$ cat src/rtl/ttl_pkg.sv
// Shared TTL quad-gate tester definitions: FSM states, pin bit positions,
// vector width and the expected-output function for the 7402 NOR quad.
package ttl_pkg;

  localparam int unsigned VEC_W = 8;
  localparam int unsigned OUT_W = 4;

  typedef enum logic [2:0] {
    ST_IDLE,
    ST_POWER,
    ST_WAIT,
    ST_CHECK,
    ST_DONE
  } tester_state_e;

  // Bit positions inside the packed input vector {P12,P11,P9,P8,P6,P5,P3,P2}
  localparam int unsigned PIN_P2  = 0;
  localparam int unsigned PIN_P3  = 1;
  localparam int unsigned PIN_P5  = 2;
  localparam int unsigned PIN_P6  = 3;
  localparam int unsigned PIN_P8  = 4;
  localparam int unsigned PIN_P9  = 5;
  localparam int unsigned PIN_P11 = 6;
  localparam int unsigned PIN_P12 = 7;

  // Bit positions inside the packed output vector {P13,P10,P4,P1}
  localparam int unsigned PIN_P1  = 0;
  localparam int unsigned PIN_P4  = 1;
  localparam int unsigned PIN_P10 = 2;
  localparam int unsigned PIN_P13 = 3;

  function automatic logic [OUT_W-1:0] NOR_QUAD_EXPECT(input logic [VEC_W-1:0] v);
    logic [OUT_W-1:0] r;
    r          = '0;
    r[PIN_P1]  = ~(v[PIN_P2]  | v[PIN_P3]);
    r[PIN_P4]  = ~(v[PIN_P5]  | v[PIN_P6]);
    r[PIN_P10] = ~(v[PIN_P8]  | v[PIN_P9]);
    r[PIN_P13] = ~(v[PIN_P11] | v[PIN_P12]);
    return r;
  endfunction

endpackage

$ cat src/rtl/sn7402_tester_if.sv
// Pin-level connection between the tester and a 14-pin quad-gate device model.
interface sn7402_tester_if;
  import ttl_pkg::*;

  logic [VEC_W-1:0] dut_in;
  logic             dut_vcc;
  logic             dut_gnd;
  logic [OUT_W-1:0] dut_out;

  modport master (output dut_in, output dut_vcc, output dut_gnd, input dut_out);
  modport slave  (input dut_in, input dut_vcc, input dut_gnd, output dut_out);

endinterface

$ cat src/rtl/sn7402_tester_nor4_expect.sv
// Combinational expected-output generator for a quad 2-input NOR device.
module nor4_expect
  import ttl_pkg::*;
(
  input  logic [VEC_W-1:0] vec_i,
  output logic [OUT_W-1:0] exp_o
);

  assign exp_o = NOR_QUAD_EXPECT(vec_i);

endmodule

$ cat src/rtl/sn7402_tester.sv
// Exhaustive 256-vector driver/checker for the SN7402 pin model.
// Define SN7402_TESTER_STOP_ON_FAIL_EN to end a run at the first mismatch.
module sn7402_tester
  import ttl_pkg::*;
#(
  parameter int unsigned SETTLE_CYCLES = 2
) (
  input  logic                 clk,
  input  logic                 rst_n,
  input  logic                 start,
  sn7402_tester_if.master      pins,
  output logic                 busy,
  output logic                 done,
  output logic                 pass,
  output logic [8:0]           err_count,
  output logic                 fail_valid,
  output logic [VEC_W-1:0]     fail_vec
);

`ifdef SN7402_TESTER_STOP_ON_FAIL_EN
  localparam bit STOP_ON_FAIL = 1'b1;
`else
  localparam bit STOP_ON_FAIL = 1'b0;
`endif

  // Power-up always takes at least one cycle; vector settling may be skipped.
  localparam logic [3:0] POWER_LAST =
    4'((SETTLE_CYCLES == 0) ? 0 : SETTLE_CYCLES - 1);
  localparam logic [3:0] WAIT_LAST  =
    4'((SETTLE_CYCLES == 0) ? 0 : SETTLE_CYCLES - 1);
  localparam tester_state_e VEC_ENTRY =
    (SETTLE_CYCLES == 0) ? ST_CHECK : ST_WAIT;

  tester_state_e     state_q, state_d;
  logic [3:0]        cnt_q, cnt_d;
  logic [VEC_W-1:0]  vec_q, vec_d;
  logic [8:0]        err_q, err_d;
  logic              fv_q, fv_d;
  logic [VEC_W-1:0]  fvec_q, fvec_d;

  logic [OUT_W-1:0]  exp_out;
  logic              mismatch;
  logic              accept_start;

  nor4_expect u_expect (
    .vec_i (vec_q),
    .exp_o (exp_out)
  );

  // Case inequality so an undriven or unknown output pin is flagged as a failure.
  assign mismatch     = (pins.dut_out !== exp_out);
  assign accept_start = start && ((state_q == ST_IDLE) || (state_q == ST_DONE));

  always_ff @(posedge clk or negedge rst_n) begin
    if (!rst_n) begin
      state_q <= ST_IDLE;
    end else begin
      state_q <= state_d;
    end
  end

  always_comb begin
    state_d = state_q;
    case (state_q)
      ST_IDLE, ST_DONE: if (start) state_d = ST_POWER;
      ST_POWER:         if (cnt_q == POWER_LAST) state_d = VEC_ENTRY;
      ST_WAIT:          if (cnt_q == WAIT_LAST) state_d = ST_CHECK;
      ST_CHECK: begin
        if ((vec_q == '1) || (STOP_ON_FAIL && mismatch)) state_d = ST_DONE;
        else                                              state_d = VEC_ENTRY;
      end
      default:          state_d = ST_IDLE;
    endcase
  end

  always_comb begin
    busy          = 1'b0;
    done          = 1'b0;
    pass          = 1'b0;
    pins.dut_vcc  = 1'b0;
    pins.dut_gnd  = 1'b0;
    pins.dut_in   = '0;
    case (state_q)
      ST_POWER, ST_WAIT, ST_CHECK: begin
        busy         = 1'b1;
        pins.dut_vcc = 1'b1;
        pins.dut_in  = vec_q;
      end
      ST_DONE: begin
        done = 1'b1;
        pass = (err_q == '0);
      end
      default: ;
    endcase
  end

  always_comb begin
    cnt_d  = (state_d != state_q) ? 4'd0 : cnt_q + 4'd1;
    vec_d  = vec_q;
    err_d  = err_q;
    fv_d   = fv_q;
    fvec_d = fvec_q;
    if ((state_q == ST_IDLE) || (state_q == ST_DONE)) cnt_d = '0;
    if (accept_start) begin
      vec_d  = '0;
      err_d  = '0;
      fv_d   = 1'b0;
      fvec_d = '0;
    end else if (state_q == ST_CHECK) begin
      if (mismatch) begin
        err_d = err_q + 9'd1;
        if (!fv_q) begin
          fv_d   = 1'b1;
          fvec_d = vec_q;
        end
      end
      if (state_d != ST_DONE) vec_d = vec_q + 8'd1;
    end
  end

  always_ff @(posedge clk or negedge rst_n) begin
    if (!rst_n) begin
      cnt_q  <= '0;
      vec_q  <= '0;
      err_q  <= '0;
      fv_q   <= 1'b0;
      fvec_q <= '0;
    end else begin
      cnt_q  <= cnt_d;
      vec_q  <= vec_d;
      err_q  <= err_d;
      fv_q   <= fv_d;
      fvec_q <= fvec_d;
    end
  end

  assign err_count  = err_q;
  assign fail_valid = fv_q;
  assign fail_vec   = fvec_q;

endmodule

$ cat src/flat_wrapper.sv
// flat-port wrapper written by rule: the top's interface ports become plain ports
module sn7402_tester_flat import ttl_pkg::*;
#(
  parameter int unsigned SETTLE_CYCLES = 2
)
  (clk, rst_n, start, busy, done, pass, err_count, fail_valid, fail_vec, pins_dut_in, pins_dut_vcc, pins_dut_gnd, pins_dut_out);
  sn7402_tester_if pins_i ();
  input  logic clk;
  input  logic rst_n;
  input  logic start;
  output logic busy;
  output logic done;
  output logic pass;
  output logic [8:0] err_count;
  output logic fail_valid;
  output logic [VEC_W-1:0] fail_vec;
  output wire logic [$bits(pins_i.dut_in)-1:0] pins_dut_in;
  output wire logic [$bits(pins_i.dut_vcc)-1:0] pins_dut_vcc;
  output wire logic [$bits(pins_i.dut_gnd)-1:0] pins_dut_gnd;
  input wire logic [$bits(pins_i.dut_out)-1:0] pins_dut_out;
  assign pins_dut_in = pins_i.dut_in;
  assign pins_dut_vcc = pins_i.dut_vcc;
  assign pins_dut_gnd = pins_i.dut_gnd;
  assign pins_i.dut_out = pins_dut_out;
  sn7402_tester #(.SETTLE_CYCLES(SETTLE_CYCLES)) u_core (.clk(clk), .rst_n(rst_n), .start(start), .pins(pins_i), .busy(busy), .done(done), .pass(pass), .err_count(err_count), .fail_valid(fail_valid), .fail_vec(fail_vec));
endmodule
$ cat config.mk
export PLATFORM = sky130hd
export DESIGN_NAME = sn7402_tester_flat
export DESIGN_NICKNAME = d
export VERILOG_FILES = /design/src/rtl/ttl_pkg.sv /design/src/rtl/sn7402_tester_if.sv /design/src/rtl/sn7402_tester_nor4_expect.sv /design/src/rtl/sn7402_tester.sv /design/src/flat_wrapper.sv
export SDC_FILE = /design/constraint.sdc
export NUM_CORES = 1
export LEC_CHECK = 0
export ABC_AREA = 1
export CORE_MARGIN = 2
export CORE_UTILIZATION = 25
export DETAILED_ROUTE_END_ITERATION = 10
export PLACE_DENSITY_LB_ADDON = 0.12
export REMOVE_ABC_BUFFERS = 1
export SKIP_LAST_GASP = 1
export SYNTH_ARGS = -nofsm -noshare
export SYNTH_HDL_FRONTEND = slang
export SYNTH_SLANG_ARGS = --single-unit
$ cat constraint.sdc
create_clock -name clk -period 1.4 [get_ports clk]
set_input_delay 0.14 -clock clk [delete_from_list [all_inputs] [get_ports clk]]
set_output_delay 0.14 -clock clk [all_outputs]
set_load 0.01 [all_outputs]
==> results.md, run 1 <==
- The flow ran to the end, but the final reports show violations.
- The checks that failed: negative setup slack.
- The type of element capturing the critical path is a flop.
- After detailed routing, the number of remaining DRC violations is 0.
- For this block, the initial DRC count from the detailed router was 104.
- The library cell contributing the largest single delay on the critical path is sky130_fd_sc_hd__dfrtp_1.
- Max-cap violations in this run came to 0.
- Dividing the final minimum period by the clock period gives 1.12.
- Counting flops and latches in the post-synthesis netlist gives 33.
- Setup violations remaining at the end of the flow were counted as 42.
- The startpoint type of the worst setup path is a flop.
- In this run the remaining antenna-violating nets after routing total 0.
- The global-route total usage across every layer is 0.142.
- The kind of cell adding the most delay to the critical path is simple AND/OR/NAND/NOR gates.
- The time the worst path needs with I/O delays and setup is between 1.5 and 2 ns.
- The worst slack at placement is -0.252 ns.
- Clock-pin slew was measured on the worst setup and hold paths at ~0.07 ns.
- The number of buffers and inverters on the critical path is 3.
- The maximum buffer depth of the clock tree is 2.
- The final total power is between 5 and 6 mW.
- The horizontal die dimension is around 94 um.
- Synthesis instantiated 30 different standard cells from the library.
- Static timing analysis puts the maximum clock frequency at 638 MHz.
- Hold repair after CTS inserted 0 buffers.
- The via-per-instance ratio is ~4.4.
- The final core utilization is 0.439.
- The first global-routing pass estimated ~10000 um of wire.
- Counting flops with an async set or reset pin after synthesis yields a share of 1.00.
- Walking the worst path, the cells encountered are buf_6 > nor2_4 > buf_6 > nand2_8 > nand2_2 > nor2_2 > nand2_2 > nand2_4 > clkbuf_16 > nand2_2 > o21ai_2.
- The data arrival time at the worst-slack endpoint is about 1.8 ns.
- The synthesized instance count is ~280.
- The weighted congestion reported at the end of routability-driven placement is just under 0.8.
- The area growth from synthesis to layout is 68.3%.
- The overflow left after global routing is 0.
- Detailed routing placed a total of between 150 and 200 um of wire on met3.
- In this design, the stage delay of the slowest critical-path cell is about 0.41 ns.
- The analysis attributes to cell leakage a power of about 1.7 nW.
- The final number of hold-violating endpoints is 0.
- Detailed routing placed a total of around 2800 um of wire on met2.
- Counting cells, the worst reg-to-reg path comes to 11.
- In this run, CTS created clock tree buffers numbering 5.
- The floorplan step defined a die boundary enclosing 8890 um2.
- The CTS tree is built.
- Across all setup checks in the final design, the least slack found is -0.167 ns.
- The placeable core region is between 7000 and 8000 um2.
- For this run, the leading register cell type out of synthesis is sky130_fd_sc_hd__dfrtp_1.
- The startpoint identified for the worst register-to-register timing path is u_core.state_q[0].
- The floorplan die height is about 94 um.
- 0 antenna diodes ended up in the layout.
- Along the worst path, the maximum fanout reaches 6.
- The peak supply drop is approximately 0.74 mV.
- The power density over cell area is ~1700 nW/um2.
- The min-delay analysis places its worst path in the category in2async.
- The wire-length estimate of the detail-placed layout is slightly above 4000 um.
- The total negative setup slack is -4.25 ns.
- The cell depth of the worst setup path is 11.
- For the worst setup path, the data required time is 1.58 ns.
- The depth of the CTS H-tree is 2.
- Entering global routing, the biggest net connects 34 pins.
- The uppermost layer routed is met4.
- The count of flip-flops with a built-in enable after synthesis is 0.
- The number of max-slew violations in the final report was 0.
- The clock insertion delay at the later pin of the skew report is roughly 0.28 ns.
- On the final layout, the worst hold slack is 0.213 ns.
- Leaving out fill and tap cells, the most frequent cells in the layout are sky130_fd_sc_hd__nand2_1, sky130_fd_sc_hd__buf_4, sky130_fd_sc_hd__dfrtp_1, sky130_fd_sc_hd__nor2_1, sky130_fd_sc_hd__inv_1.
- The boundary pin count is 38.
- Input and output buffers added on the ports amount to 36.
- Of the synthesized area, sequential elements account for 0.405.
- Detailed routing inserted a total of 2098 vias.
- In the final routing, the length of wire on met1 measures between 2000 and 3000 um.
- In this run the core area contains 32 standard-cell rows.
- The routed design has just under 6000 um of wire.
- The routed length per placed instance is 12.3 um.
- The number of global-route vias before repair is ~2000.
- The summed instance area of the synthesized netlist is between 2000 and 2500 um2.
- The reg-to-reg setup timing slack is -0.17 ns.
- The cell sitting at the root of the clock tree is a sky130_fd_sc_hd__clkbuf_8.
- Each instance of the synthesized netlist takes up on average about 7.3 um2.
- Leaving out fill and tap cells, the most frequent cell in the layout is sky130_fd_sc_hd__nand2_1.
- The initial antenna violation count was 0.
- Counting stages on the worst path, the most repeated cell is sky130_fd_sc_hd__nand2_2.
- The count of warnings emitted by yosys is 0.
- Setup repair after global routing could not meet its margin everywhere.
- The worst setup path is of the reg2reg kind.
- The number of optimization iterations in the first detailed-route pass is 4.
- The starting density of the core is 0.261.
- At the end of the flow, the number of nets in the layout was 389.
- In the final layout, the share of cells above drive strength 1 is 0.398.
- The capture point of the worst reg-to-reg path is u_core.fail_valid.
- The final worst clock skew is ~0.0078 ns.
- For this design, the sink count on the clock tree is 33.
-- what timing repair did --
action                                  in CTS  in global routing
buffers inserted                             8                  8
gates resized for setup                     97                 69
pin swaps                                    5                 11
endpoints found under the setup margin      53                 44
cloned                                       1                  1
-- worst register-to-register path, cell delays in order (launching register included) --
cell,delay (ns)
sky130_fd_sc_hd__dfrtp_1,0.41
sky130_fd_sc_hd__buf_6,0.13
sky130_fd_sc_hd__nor2_4,0.11
sky130_fd_sc_hd__buf_6,0.13
sky130_fd_sc_hd__nand2_8,0.07
sky130_fd_sc_hd__nand2_2,0.07
sky130_fd_sc_hd__nor2_2,0.04
sky130_fd_sc_hd__nand2_2,0.12
sky130_fd_sc_hd__nand2_4,0.11
sky130_fd_sc_hd__clkbuf_16,0.18
sky130_fd_sc_hd__nand2_2,0.05
sky130_fd_sc_hd__o21ai_2,0.04
-- per-layer routing --
layer  vias up  GRT usage
met5         -          0
li1       1093          -
met2        37      0.217
met3         5     0.0249
met4         0     0.0459
met1       963      0.203
-- cells by family (layout without fill, tap and decap cells) --
family	Yosys count	in the layout	synth area share
simple gates	162	162	0.346
compound gates	32	32	0.0995
xor+xnor	5	5	0.0215
buf+inv	42	138	0.0896
flops	33	33	0.405
other cells	1	1	0.00184
fa+ha+maj	6	6	0.0368
-- area by class of cell --
cell class | instances | area, um2
Clock buffer | 8 | 80.1
Multi-Input combinational cell | 206 | 1320
Fill cell | 810 | 4380
Timing Repair Buffer | 97 | 938
Inverter | 33 | 139
Tap cell | 102 | 128
Sequential cell | 33 | 827
-- worst max path at each step --
stage	to	startpoint	slack [ns]
detailed placement	pass	u_core.err_count[0]	-0.25
global route	u_core.fail_valid	u_core.state_q[0]	-0.25
global placement	pass	u_core.err_count[0]	-0.23
floorplan	u_core.err_count[0]	u_core.state_q[1]	-0.46
finish	u_core.fail_valid	u_core.state_q[0]	-0.17
CTS	u_core.err_count[1]	u_core.state_q[1]	-0.12
-- cell usage after synthesis (2+ instances only) --
master                     count  area [um2]
sky130_fd_sc_hd__o21ai_1       8        40.0
sky130_fd_sc_hd__buf_2         2        10.0
sky130_fd_sc_hd__nor2_2        2        12.5
sky130_fd_sc_hd__nand3_1      15        75.1
sky130_fd_sc_hd__a21oi_1       2        10.0
sky130_fd_sc_hd__dfrtp_1      33         826
sky130_fd_sc_hd__nand3b_1      3        22.5
sky130_fd_sc_hd__xor2_1        4        35.0
sky130_fd_sc_hd__nor2_1       38         143
sky130_fd_sc_hd__o21ai_2      10        87.6
sky130_fd_sc_hd__nand2_2       2        12.5
sky130_fd_sc_hd__nand4_1      10        62.6
sky130_fd_sc_hd__buf_4         4        30.0
sky130_fd_sc_hd__or2_2         2        12.5
sky130_fd_sc_hd__o21ai_0      10        50.1
sky130_fd_sc_hd__inv_2         3        11.3
sky130_fd_sc_hd__nand2_1      84         315
sky130_fd_sc_hd__ha_1          6        75.1
sky130_fd_sc_hd__inv_1        30         113
sky130_fd_sc_hd__nor3_1        3        15.0
-- power by group --
group	internal [mW]	total, mW	switching, mW
clock	0.354	0.712	0.358
combinational	1.78	3.74	1.96
sequential	1.28	1.53	0.243
total	3.42	5.98	2.56
-- flip-flops by register name, indices dropped and copies added, names as in the netlist --
register	cells
u_core.err_count	9
u_core.cnt_q	4
u_core.state_q	3
u_core.fail_vec	8
u_core.fail_valid	1
u_core.vec_q	8
-- metrics by stage --
step	instance area, um2	std cells
after CTS	3080	470
after global placement	2820	453
after global routing	3430	479
after detailed placement	2820	453
final	3430	479
after floorplan	1980	272
Power figures use the tool's default switching activity.
==> inputs of run 2 (changes only) <==
--- a/config.mk
+++ b/config.mk
@@ -8,6 +8,7 @@
 export ABC_AREA = 1
 export CORE_MARGIN = 2
 export CORE_UTILIZATION = 25
+export CTS_CLUSTER_SIZE = 28
 export DETAILED_ROUTE_END_ITERATION = 10
 export PLACE_DENSITY_LB_ADDON = 0.12
 export REMOVE_ABC_BUFFERS = 1
==> results of run 2 <==
No change in the layout: final DEF, timing and power equal those of run 1.
==> inputs of run 3 (changes only) <==
--- a/config.mk
+++ b/config.mk
@@ -5,7 +5,6 @@
 export SDC_FILE = /design/constraint.sdc
 export NUM_CORES = 1
 export LEC_CHECK = 0
-export ABC_AREA = 1
 export CORE_MARGIN = 2
 export CORE_UTILIZATION = 25
 export CTS_CLUSTER_SIZE = 28
==> results.md, run 3 <==
- The flow ran to the end, but the final reports show violations.
- The checks that failed: negative setup slack.
- The number of clock sinks is 33 (unchanged).
- The cell with the most instances after synthesis is sky130_fd_sc_hd__dfrtp_1.
- The weighted congestion reported at the end of routability-driven placement came to 0.739 (-4.9%).
- The synthesized instance count was 194 (-31%).
- The total negative setup slack was -2.51 ns (+1.74 ns).
- The number of nets still failing antenna checks after routing is 0 (unchanged).
- The antenna cell count is 0 (unchanged).
- The overflow left after global routing is 0 (unchanged).
- The final worst clock skew is 0.00872 ns (+0.000881 ns).
- The part of the Yosys area used for sequential elements is 0.442 (+0.0369).
- The number of vias in the routed layout was 1722 (-18%).
- The library cell used most frequently in the layout, excluding fill and tap cells, is sky130_fd_sc_hd__buf_4.
- The peak supply drop is 0.386 mV (-48%).
- The share of layout cells above drive strength 1 is 0.416 (+0.0179).
- Setup repair after global routing could not meet its margin everywhere.
- The final total power is 2.66 mW (-56%).
- The number of fill cells in the layout is 736 (-9.1%).
- The number of global-route vias before repair is 1722 (-14%).
- The clock transition at the registers of the reported paths was 0.08 ns (about the same).
- The distinct cell type count after synthesis was 40 (+33%).
- The leakage power is 1.50 nW (-11%).
- The via-per-instance ratio was 4.42 (+0.81%).
- The area occupied by registers was 826 um2 (-0.15%).
- The post-synthesis area per instance is 9.63 um2 (+33%).
- The global-route wire length before repair is 8740 um (-12%).
- The clock insertion delay at the later pin of the skew report is 0.28 ns (about the same).
- The number of design rule violations left after detail routing was 0 (unchanged).
- The worst setup path is launched from a flop.
- The placed instance count was 370 (-18%).
- The starting density of the core is 0.258 (-0.00351).
- The flip-flop count of the largest register after layout came to 9 (unchanged).
- The initial antenna violation count was 0 (unchanged).
- Summed over all instances, the cell type with the most area after synthesis is sky130_fd_sc_hd__dfrtp_1.
- The number of rows created at floorplan was 31 (-3.1%).
- The number of non-filler instances in the completed layout is 390 (-19%).
- The number of setup violations in the final report is 27 (-36%).
- The final period utilization is 1.11 (-0.00935).
- The boundary pin count is 38 (unchanged).
- The final worst slack was -0.154 ns (+0.0131 ns).
- The power density over cell area was 856 nW/um2 (-51%).
- The root cell of the clock tree is sky130_fd_sc_hd__clkbuf_8.
- The number of max-slew violations in the final report was 0 (unchanged).
- The total wirelength of the detailed-routed design came to 5350 um (-9.3%).
- The class of the tightest hold or removal check is in2async.
- The biggest fanout along the worst timing path was 5 (-1).
- The CTS tree is built.
- The post-layout instance area came to 3100 um2 (-9.6%).
- The library cells used most frequently in the layout, excluding fill and tap cells, are sky130_fd_sc_hd__buf_4, sky130_fd_sc_hd__dfrtp_1, sky130_fd_sc_hd__nand2_1, sky130_fd_sc_hd__mux2i_1, sky130_fd_sc_hd__clkdlybuf4s50_1.
- The post-layout net count came to 304 (-22%).
- The number of optimization iterations in the first detailed-route pass is 4 (unchanged).
- The number of design-rule violations left by the first detailed-router iteration is 70 (-33%).
- The area growth from synthesis to layout is 66.0%.
- The routed length per placed instance is 13.7 um (+11%).
- Yosys attributes the largest share of cell area to sky130_fd_sc_hd__dfrtp_1, sky130_fd_sc_hd__mux2i_1, sky130_fd_sc_hd__nand2_1.
- The required arrival time at the worst endpoint was 1.59 ns (about the same).
- The summed instance area of the synthesized netlist came to 1870 um2 (-8.3%).
- The horizontal die dimension is 90.4 um (-4.1%).
- The max-capacitance violation count was 0 (unchanged).
- The area of combinational cells with multiple inputs is 1140 um2 (-13%).
- The depth of the CTS H-tree was 2 (unchanged).
- The number of buffer cells added on primary ports is 36 (unchanged).
- The data arrival time at the worst-slack endpoint is 1.75 ns (about the same).
- The commonest cells after synthesis are sky130_fd_sc_hd__dfrtp_1, sky130_fd_sc_hd__nand2_1, sky130_fd_sc_hd__mux2i_1.
- The share of the synthesized area in the top cell type is 0.442 (+0.0369).
- The maximum buffer depth of the clock tree is 2 (unchanged).
- The die area is 8180 um2 (-8.0%).
- The count of flip-flops with a built-in enable after synthesis was 0 (unchanged).
- The pin count of the biggest net entering global routing is 34 (unchanged).
- The kind of critical path is reg2reg.
- The number of CTS-inserted buffers is 5 (unchanged).
- The final number of hold-violating endpoints is 0 (unchanged).
- The floorplan die height is 90.4 um (-4.1%).
- The global-route total usage across every layer came to 0.133 (-0.00918).
- The worst setup path is captured at a flop.
- The placed cell area is 2720 um2 (-3.4%).
- The count of warnings emitted by yosys is 0 (unchanged).
- The async set-or-reset flop fraction in the synthesized netlist is 1.00 (unchanged).
- The placeable core region is 7250 um2 (-7.1%).
- The number of synthesized register bits is 33 (unchanged).
- The time the worst path needs with I/O delays and setup is 1.55 ns (-0.0131 ns).
- The half-perimeter wire length after detailed placement is 3690 um (-8.6%).
- In the synthesized netlist the dominant register cell turns out to be sky130_fd_sc_hd__dfrtp_1.
- The hold-fix buffer count after cts is 0 (unchanged).
- The highest attainable clock frequency is 643 MHz (+0.84%).
## run 3: logic make-up (layout without fill, tap and decap cells)
kind of cell | Yosys count | in the layout | share of synthesized area
DFF | 33 | 33 | 0.442
AOI/OAI and AO/OA | 31 | 31 | 0.117
buffers and inverters | 25 | 122 | 0.0589
other | 1 | 1 | 0.00201
muxes | 19 | 19 | 0.104
adders and majority gates | 6 | 6 | 0.0402
and+or+nand+nor | 74 | 74 | 0.212
xor gates and xnor gates | 5 | 5 | 0.0234
## run 3: worst paths after layout
kind	slack, ns	start	cells past startpoint	endpoint
setup reg to reg	-0.15	u_core.vec_q[0]	7	u_core.fail_vec[0]
hold reg to reg	0.52	u_core.fail_vec[4]	2	u_core.fail_vec[4]
max in group asynchronous	0.99	rst_n	2	u_core.cnt_q[1]
setup / recovery	-0.15	u_core.vec_q[0]	7	u_core.fail_vec[0]
hold / removal	0.22	rst_n	2	u_core.fail_valid
min in group clk	0.52	u_core.fail_vec[4]	2	u_core.fail_vec[4]
## run 3: layout make-up
type / count / area share
Inverter: 15 / 0.0182
Multi-Input combinational cell: 136 / 0.368
Sequential cell: 33 / 0.266
Clock buffer: 7 / 0.0278
Timing Repair Buffer: 100 / 0.280
Tap cell: 99 / 0.0399
## run 3: timing repair
| item | CTS | global route |
|---|---|---|
| gates resized for setup | 83 | 30 |
| endpoints found under the setup margin | 47 | 42 |
| setup buffers | 8 | 5 |
| pin swaps | 5 | 8 |
| cloned | 0 | 0 |
| hold endpoints to repair | 0 | 0 |
## run 3: worst max-delay path, cell delays in order (launching register included)
cell and delay [ns]:
sky130_fd_sc_hd__dfrtp_1 0.39, sky130_fd_sc_hd__inv_2 0.08, sky130_fd_sc_hd__ha_4 0.16, sky130_fd_sc_hd__xnor2_4 0.12, sky130_fd_sc_hd__nand3_4 0.13, sky130_fd_sc_hd__o211ai_4 0.24, sky130_fd_sc_hd__buf_6 0.14, sky130_fd_sc_hd__mux2i_1 0.20
## run 3: metal layers
metal | vias to the layer above | global-route usage | share of wire
li1 | 871 | - | -
met1 | 822 | 0.181 | 0.49
met2 | 25 | 0.219 | 0.47
met3 | 4 | 0.0259 | 0.030
met4 | 0 | 0.0308 | 0.0090
met5 | - | 0 | 0
## run 3: where the power goes
group / switching [mW] / leakage (nW) / internal, mW
Clock: 0.357 / 0.0443 / 0.391
Combinational: 0.388 / 1.04 / 0.430
Sequential: 0.0548 / 0.409 / 1.04
Total: 0.800 / 1.50 / 1.86
## run 3: stage by stage
| step | setup slack, ns | hold WS (ns) | util |
|---|---|---|---|
| 2_1_floorplan | -0.442 | -0.156 | - |
| 3_3_place_gp | -0.295 | 0.515 | 0.375 |
| 3_5_place_dp | -0.290 | 0.521 | 0.375 |
| 4_1_cts | -0.181 | 0.231 | 0.406 |
| 5_1_grt | -0.233 | 0.242 | 0.428 |
| 6_report | -0.154 | 0.219 | 0.428 |
